`src/rtl/mc_ctrl.sv`:
```
`default_nettype none
// ============================================================================
// Module      : mc_ctrl
// Description : Multi-cycle MIPS control FSM (FETCH/DCD/EXE/MEM/WB) driving
//               datapath write enables and mux selects. Optional performance
//               counters are enabled with `define MC_CTRL_PERF_CNT_EN.
// Revision    : 1.0 - initial release
// ============================================================================
module mc_ctrl #(
    parameter int unsigned IM_LAT = 0
) (
    input  logic       clk,
    input  logic       rst,
    input  logic [5:0] op,
    input  logic [5:0] funct,
    input  logic       zero,
    output logic       pc_wr,
    output logic [1:0] npc_sel,
    output logic       ir_wr,
    output logic       gpr_wr,
    output logic [1:0] reg_dst,
    output logic [1:0] wd_sel,
    output logic       alu_src,
    output logic [1:0] ext_op,
    output logic [1:0] alu_op,
    output logic       dm_wr,
    output logic       illegal,
    output logic [2:0] state
`ifdef MC_CTRL_PERF_CNT_EN
    ,
    output logic [31:0] cycle_cnt,
    output logic [31:0] instret_cnt
`endif
);

    localparam logic [2:0] c_FETCH = 3'd0;
    localparam logic [2:0] c_DCD   = 3'd1;
    localparam logic [2:0] c_EXE   = 3'd2;
    localparam logic [2:0] c_MEM   = 3'd3;
    localparam logic [2:0] c_WB    = 3'd4;

    localparam logic [5:0] c_OP_RTYPE = 6'b000000;
    localparam logic [5:0] c_OP_ORI   = 6'b001101;
    localparam logic [5:0] c_OP_LUI   = 6'b001111;
    localparam logic [5:0] c_OP_LW    = 6'b100011;
    localparam logic [5:0] c_OP_SW    = 6'b101011;
    localparam logic [5:0] c_OP_BEQ   = 6'b000100;
    localparam logic [5:0] c_OP_J     = 6'b000010;
    localparam logic [5:0] c_OP_JAL   = 6'b000011;
    localparam logic [5:0] c_FN_ADDU  = 6'b100001;
    localparam logic [5:0] c_FN_SUBU  = 6'b100011;

    localparam logic [3:0] c_IM_LAT = IM_LAT[3:0];

    logic [2:0] r_state;
    logic [3:0] r_cnt;

    logic w_is_addu, w_is_subu, w_is_rtype, w_is_ori, w_is_lui;
    logic w_is_lw, w_is_sw, w_is_beq, w_is_j, w_is_jal, w_legal;
    logic w_fetch_done;
    logic [1:0] w_cls_alu_op, w_cls_ext_op;
    logic w_cls_alu_src;

    assign w_is_addu  = (op == c_OP_RTYPE) && (funct == c_FN_ADDU);
    assign w_is_subu  = (op == c_OP_RTYPE) && (funct == c_FN_SUBU);
    assign w_is_rtype = w_is_addu || w_is_subu;
    assign w_is_ori   = (op == c_OP_ORI);
    assign w_is_lui   = (op == c_OP_LUI);
    assign w_is_lw    = (op == c_OP_LW);
    assign w_is_sw    = (op == c_OP_SW);
    assign w_is_beq   = (op == c_OP_BEQ);
    assign w_is_j     = (op == c_OP_J);
    assign w_is_jal   = (op == c_OP_JAL);
    assign w_legal    = w_is_rtype || w_is_ori || w_is_lui || w_is_lw || w_is_sw ||
                        w_is_beq || w_is_j || w_is_jal;

    assign w_fetch_done = (r_cnt == c_IM_LAT);
    assign state        = r_state;

    // ALU configuration is a property of the instruction class, held outside FETCH
    always_comb begin
        w_cls_alu_op  = 2'b00;
        w_cls_alu_src = 1'b0;
        w_cls_ext_op  = 2'b00;
        if (w_is_subu || w_is_beq) begin
            w_cls_alu_op = 2'b01;
        end
        if (w_is_ori || w_is_lui) begin
            w_cls_alu_op  = 2'b10;
            w_cls_alu_src = 1'b1;
        end
        if (w_is_lui) begin
            w_cls_ext_op = 2'b10;
        end
        if (w_is_lw || w_is_sw) begin
            w_cls_alu_src = 1'b1;
            w_cls_ext_op  = 2'b01;
        end
    end

    always_ff @(posedge clk or posedge rst) begin
        if (rst) begin
            r_state <= c_FETCH;
            r_cnt   <= 4'd0;
        end else begin
            case (r_state)
                c_FETCH: begin
                    if (w_fetch_done) begin
                        r_state <= c_DCD;
                        r_cnt   <= 4'd0;
                    end else begin
                        r_cnt <= r_cnt + 4'd1;
                    end
                end
                c_DCD:   r_state <= (w_is_j || w_is_jal || !w_legal) ? c_FETCH : c_EXE;
                c_EXE:   r_state <= w_is_beq ? c_FETCH : ((w_is_lw || w_is_sw) ? c_MEM : c_WB);
                c_MEM:   r_state <= w_is_lw ? c_WB : c_FETCH;
                c_WB:    r_state <= c_FETCH;
                default: begin
                    r_state <= c_FETCH;
                    r_cnt   <= 4'd0;
                end
            endcase
        end
    end

    // Outputs are gated by rst so no enable can leak while reset is held
    always_comb begin
        pc_wr   = 1'b0;
        npc_sel = 2'b00;
        ir_wr   = 1'b0;
        gpr_wr  = 1'b0;
        reg_dst = 2'b00;
        wd_sel  = 2'b00;
        alu_src = 1'b0;
        ext_op  = 2'b00;
        alu_op  = 2'b00;
        dm_wr   = 1'b0;
        illegal = 1'b0;
        if (!rst) begin
            if (r_state inside {c_DCD, c_EXE, c_MEM, c_WB}) begin
                alu_op  = w_cls_alu_op;
                alu_src = w_cls_alu_src;
                ext_op  = w_cls_ext_op;
            end
            case (r_state)
                c_FETCH: begin
                    ir_wr = w_fetch_done;
                    pc_wr = w_fetch_done;
                end
                c_DCD: begin
                    if (w_is_j || w_is_jal) begin
                        pc_wr   = 1'b1;
                        npc_sel = 2'b10;
                    end
                    if (w_is_jal) begin
                        gpr_wr  = 1'b1;
                        reg_dst = 2'b10;
                        wd_sel  = 2'b10;
                    end
                    illegal = !w_legal;
                end
                c_EXE: begin
                    if (w_is_beq) begin
                        pc_wr   = zero;
                        npc_sel = 2'b01;
                    end
                end
                c_MEM:   dm_wr = w_is_sw;
                c_WB: begin
                    gpr_wr  = 1'b1;
                    reg_dst = w_is_rtype ? 2'b01 : 2'b00;
                    wd_sel  = w_is_lw ? 2'b01 : 2'b00;
                end
                default: ;
            endcase
        end
    end

`ifdef MC_CTRL_PERF_CNT_EN
    logic [31:0] r_cycle_cnt;
    logic [31:0] r_instret_cnt;
    logic        w_retire;

    // An instruction retires on its final transition back to FETCH
    assign w_retire = ((r_state == c_DCD) && (w_is_j || w_is_jal)) ||
                      ((r_state == c_EXE) && w_is_beq) ||
                      ((r_state == c_MEM) && !w_is_lw) ||
                      (r_state == c_WB);

    always_ff @(posedge clk or posedge rst) begin
        if (rst) begin
            r_cycle_cnt   <= 32'd0;
            r_instret_cnt <= 32'd0;
        end else begin
            r_cycle_cnt <= r_cycle_cnt + 32'd1;
            if (w_retire) begin
                r_instret_cnt <= r_instret_cnt + 32'd1;
            end
        end
    end

    assign cycle_cnt   = r_cycle_cnt;
    assign instret_cnt = r_instret_cnt;
`endif

endmodule
`default_nettype wire

```
`config.mk`:
```
export PLATFORM = sky130hd
export DESIGN_NAME = mc_ctrl
export DESIGN_NICKNAME = d
export VERILOG_FILES = /design/src/rtl/mc_ctrl.sv
export SDC_FILE = /design/constraint.sdc
export NUM_CORES = 1
export LEC_CHECK = 0
export ABC_AREA = 1
export BUFFER_PORTS_ARGS = -buffer_cell sky130_fd_sc_hd__buf_2
export CAP_MARGIN = 10
export CORE_UTILIZATION = 49
export DETAILED_ROUTE_END_ITERATION = 8
export GPL_TIMING_DRIVEN = 1
export PLACE_DENSITY = 0.84
export SYNTH_ARGS = -nofsm -noshare
export SYNTH_HDL_FRONTEND = slang
export SYNTH_SLANG_ARGS = --single-unit
```
`constraint.sdc`:
```
create_clock -name clk -period 3.4 [get_ports clk]
set_input_delay 0.51 -clock clk [delete_from_list [all_inputs] [get_ports clk]]
set_output_delay 0.51 -clock clk [all_outputs]
set_load 0.01 [all_outputs]
```
Yosys cells after proc, flatten, opt, wreduce, memory -nomap -nowiden
Index checks and enable logic that the tools add are counted.
{"block": "classes", "addsub": 1, "n_eq_ne": 14, "n_mux": 44, "n_reduce_logical": 21}
{"operator": "2-bit two-way mux", "count": 13}
{"operator": "6-bit == test, second input constant", "count": 4}
{"operator": "1-bit two-way mux", "count": 19}
{"operator": "1-bit logical OR", "count": 13}
{"operator": "6-bit by 2-bit == test with 1-bit output, second input constant", "count": 2}
{"operator": "6-bit by 4-bit == test with 1-bit output, second input constant", "count": 2}
{"operator": "3-bit two-way mux", "count": 4}
{"operator": "2-bit one-hot mux with 2 select lines", "count": 3}
{"operator": "3-bit one-hot mux with 4 select lines", "count": 1}
{"operator": "4-bit one-hot mux with 2 select lines", "count": 1}
{"operator": "3-bit by 2-bit == test with 1-bit output, second input constant", "count": 2}
{"operator": "6-bit by 3-bit == test with 1-bit output, second input constant", "count": 1}
{"operator": "6-bit logical NOT", "count": 1}
{"operator": "4-bit by 1-bit adder with 4-bit output, second input constant", "count": 1}
{"operator": "4-bit logical NOT", "count": 1}
{"operator": "4-bit two-way mux", "count": 1}
{"operator": "4-bit nonzero test", "count": 1}
{"operator": "4-bit OR reduction", "count": 1}
{"operator": "3-bit by 1-bit == test with 1-bit output, second input constant", "count": 1}
{"operator": "3-bit == test, second input constant", "count": 1}
{"operator": "3-bit logical NOT", "count": 1}
{"operator": "1-bit one-hot mux with 3 select lines", "count": 1}
{"operator": "1-bit logical AND", "count": 2}
{"operator": "2-bit inequality test, second input constant", "count": 1}
{"operator": "other kinds (2)", "count": 2}
{"block": "totals", "ff_bits": 7, "input_bits": 15, "out_inout_bits": 19, "elab_cells": 82}

Depth between registers and ports, before layout
{"block": "logic_depth", "word_depth": 14, "ltp_mapped": 8, "depth_no_buf": 8}

Worst setup path after synthesis
OpenSTA, ideal clock, no wires.
{"block": "synth_timing", "path_type": "input -> output", "start": "input port rst", "end": "output port ext_op[1]", "arrival_time_ns": 1.222, "setup_slack_ns": 1.668, "cell_stages": 5, "cell_sequence": "clkbuf_2 > inv_2 > nand2_4 > nor2_4 > and3_1"}
{"block": "synth_via", "elab_chain_cells": 1}
{"item": "start, declared", "line_no": "13", "text": "input logic rst,"}
{"item": "2-bit two-way mux", "line_no": "140", "text": "if (!rst) begin"}
{"item": "end, declared", "line_no": "24", "text": "output logic [1:0] ext_op,"}
Every way passes these cells.

Final worst setup path
{"block": "layout_timing", "start": "register r_cnt[1]", "end": "output port pc_wr"}
{"block": "layout_via", "elab_chain_cells": 3}
{"item": "start, declared", "line_no": "56", "text": "logic [3:0] r_cnt;"}
{"item": "start signal, assigned", "line_no": "112", "text": "r_cnt <= r_cnt + 4'd1;"}
{"item": "4-bit logical NOT", "line_no": "77", "text": "assign w_fetch_done = (r_cnt == c_IM_LAT);"}
{"item": "1-bit one-hot mux with 3 select lines", "line_no": "146", "text": "case (r_state)"}
{"item": "1-bit two-way mux", "line_no": "140"}
{"item": "end, declared", "line_no": "17", "text": "output logic pc_wr,"}
Every way passes these cells.

==> flow_summary.yaml <==
timing:
  fin_crit_ns: 2.002
  clock_skew_ns: 0.001790
  finalWorstSetupSlack_ns: 1.398
  rsz0062_at_grt: "false"
  hold_viol: 0
  max_clock_freq_mhz: 499.5
  slew_headroom_pct: 82.30
  finalHoldWorstSlack_ns: 0.2400
  setup_viol: 0
  slew_viol_final: 0
  tns_ns: 0
  worstMarginPinSlew_ns: 0.2641
  finalCritPeriodShare_pct: 58.88
synth:
  ys_ff_latch: 7
  ys_seq_area_share_pct: 23.81
  synth_fp_nets: 131
  yosys-top-cells-area: "dfrtp_1 (24%), nor2_1 (9.2%), inv_1 (8.7%)"
  yosysWarnings: 0
  yosysTopAreaCellShare_pct: 23.81
  synth_area_leader_cell: "dfrtp_1"
  avgSynthCellArea_um2: 6.454
  synth_cells: 114
  yosysUniqueCellTypes: 24
  netlist_area_um2: 735.7
clock_network:
  cts_root_buf: "clkbuf_4"
  cts_resized: 0
  h-tree-depth: 1
  hold_buffers: 0
  cts_tree: "yes"
  clock_path_buffers: 2
  post-cts-setup-buffer-count: 0
  cts_sinks: 7
  clk_pin_slew_worst_paths_ns: 0.05
  clkLatencyLatePin_ns: 0.25
  cts-buffers-inserted: 3
route:
  drt_pass1_iterations: 4
  drc: 0
  drt_iter0_markers: 16
  wl_per_cell_um: 10.73
  wl_mm: 1.760
  via_per_inst: 5.128
  ant_nets: 0
  vias: 841
place:
  port_buffers: 33
  dp_hpwl_mm: 1.469
  dpl_cell_area_um2: 907.1
  place_ws_ns: 1.464
  place_congestion: 0.8148
worst_setup_path:
  worst_setup_path_start_kind: "flop"
  crit_type: "flop to primary output"
  slowest_delay_ns: 0.40
  slowest_stage: "dfrtp_1"
  reg2reg_slack_ns: 2.28
  crit_chain: "inv_1, ha_1, nand3_1, nor2_1, nor2_1, a21oi_1, buf_2"
  crit_buf_inv: 2
  cp_data_required_time_ns: 2.89
  crit_arrival_ns: 1.49
  crit_top_cell: "nor2_1"
  end_kind: "primary output"
  worstPathMaxFanout: 3
  critPathTopFamily: "flip-flops"
flow_run:
  maxCapViolations: 0
global_routing:
  antenna_found_initial: 0
  grt_pass1_vias: 656
  grt_use_total_pct: 22.54
  grt_overflow: 0
  grt_max_degree: 12
  grt_pass1_wl_mm: 2.449
power:
  pwr-share-comb_pct: 48.6
  p_sw_share_pct: 45.52
  leakage_nw: 0.5459
  p_seq_share_pct: 29.9
  peakVddDrop_mv: 0.2639
  total_power_mw: 0.3574
  p_per_area_mw_per_mm2: 382.9
  p_switching_mw: 0.1627
  p_int_mw: 0.1947
  pwr-share-clk_pct: 21.5
layout:
  final_cell_area_um2: 933.4
  nFillCells: 120
  final_cell_mix: "buf_2 (33), nor2_1 (18), inv_1 (17)"
  layout_commonest_cell: "buf_2"
  area_growth_pct: 26.87
  antenna_cells: 0
  layout-drive-gt1-share_pct: 40.27
  fin_nets: 167
die:
  die_area_mm2: 0.001661
  initial_utilization_pct: 54.49
  pin_count: 34
  row_count: 13
  die_h_um: 40.75
  die_w_um: 40.75
  core_mm2: 0.001350
run_status:
  status: "completed"
hold_path:
  hold_class: "input pin to async pin"
kinds of logic (layout without fill, tap and decap cells):
| logic type | count (synthesis) | in the layout | share of synthesized area (%) |
|---|---|---|---|
| simple gates | 64 | 64 | 47.45 |
| flops | 7 | 7 | 23.81 |
| xor+xnor | 2 | 2 | 2.381 |
| fa+ha+maj | 2 | 2 | 3.401 |
| buf+inv | 29 | 64 | 15.47 |
| compound gates | 10 | 10 | 7.484 |
state kept, by name, indices dropped and copies added, names as in the netlist:
signal and flops:
state 3, r_cnt 4
through the flow:
step / util [%] / cells
2_1_floorplan: - / 114
3_3_place_gp: 67.19 / 160
3_5_place_dp: 67.19 / 160
4_1_cts: 69.14 / 164
5_1_grt: 69.14 / 164
6_report: 69.14 / 164
layer usage:
layer  GRT usage (%)  up-vias  part of all wire [%]
met3           4.891        2                   5.2
met5               0        -                     0
met1           25.41      379                    44
met2           42.46       32                    50
met4           5.000        0                  0.85
li1                -      428                     -
power groups by stage:
stage          registers (mW)  logic (mW)  clock network [mW]
6_report                0.107       0.174              0.0768
5_1_grt                 0.108       0.193              0.0888
4_1_cts                 0.107       0.176              0.0784
3_5_place_dp            0.108       0.174                   0
3_3_place_gp            0.107       0.171                   0
2_1_floorplan           0.111       0.119                   0
cell usage after synthesis, drive strengths merged:
cell and count:
inv 26, nor2 23, nand2 18, nand3 16
dfrtp 7, o21ai 5, a21oi 4, nand4 3
ha 2, nor3 2, xor2 2, and3 1
buf 1, clkbuf 1, clkinv 1, nor4 1
o22ai 1
path summary, 6_finish.rpt:
| kind | start | to | depth (start not counted) |
|---|---|---|---|
| min | rst | state[2]$_DFFE_PP0P_ | 2 |
| max in group asynchronous | rst | r_cnt[0]$_DFFE_PP0P_ | 2 |
| max reg2reg | state[2]$_DFFE_PP0P_ | r_cnt[0]$_DFFE_PP0P_ | 5 |
| max | r_cnt[1]$_DFFE_PP0P_ | pc_wr | 7 |
| min in group clk | r_cnt[0]$_DFFE_PP0P_ | r_cnt[0]$_DFFE_PP0P_ | 1 |
| min reg2reg | r_cnt[0]$_DFFE_PP0P_ | r_cnt[0]$_DFFE_PP0P_ | 1 |
area by class of cell:
cell class | count | area, um^2 | share of cell area (%)
multi-input combinational | 78 | 446.7 | 47.86
sequential | 7 | 175.2 | 18.77
timing repair buffer | 33 | 165.2 | 17.69
inverter | 27 | 101.3 | 10.86
clock buffer | 4 | 26.28 | 2.815
tap | 15 | 18.77 | 2.011
Note: power is estimated with default switching activity, not from simulation.
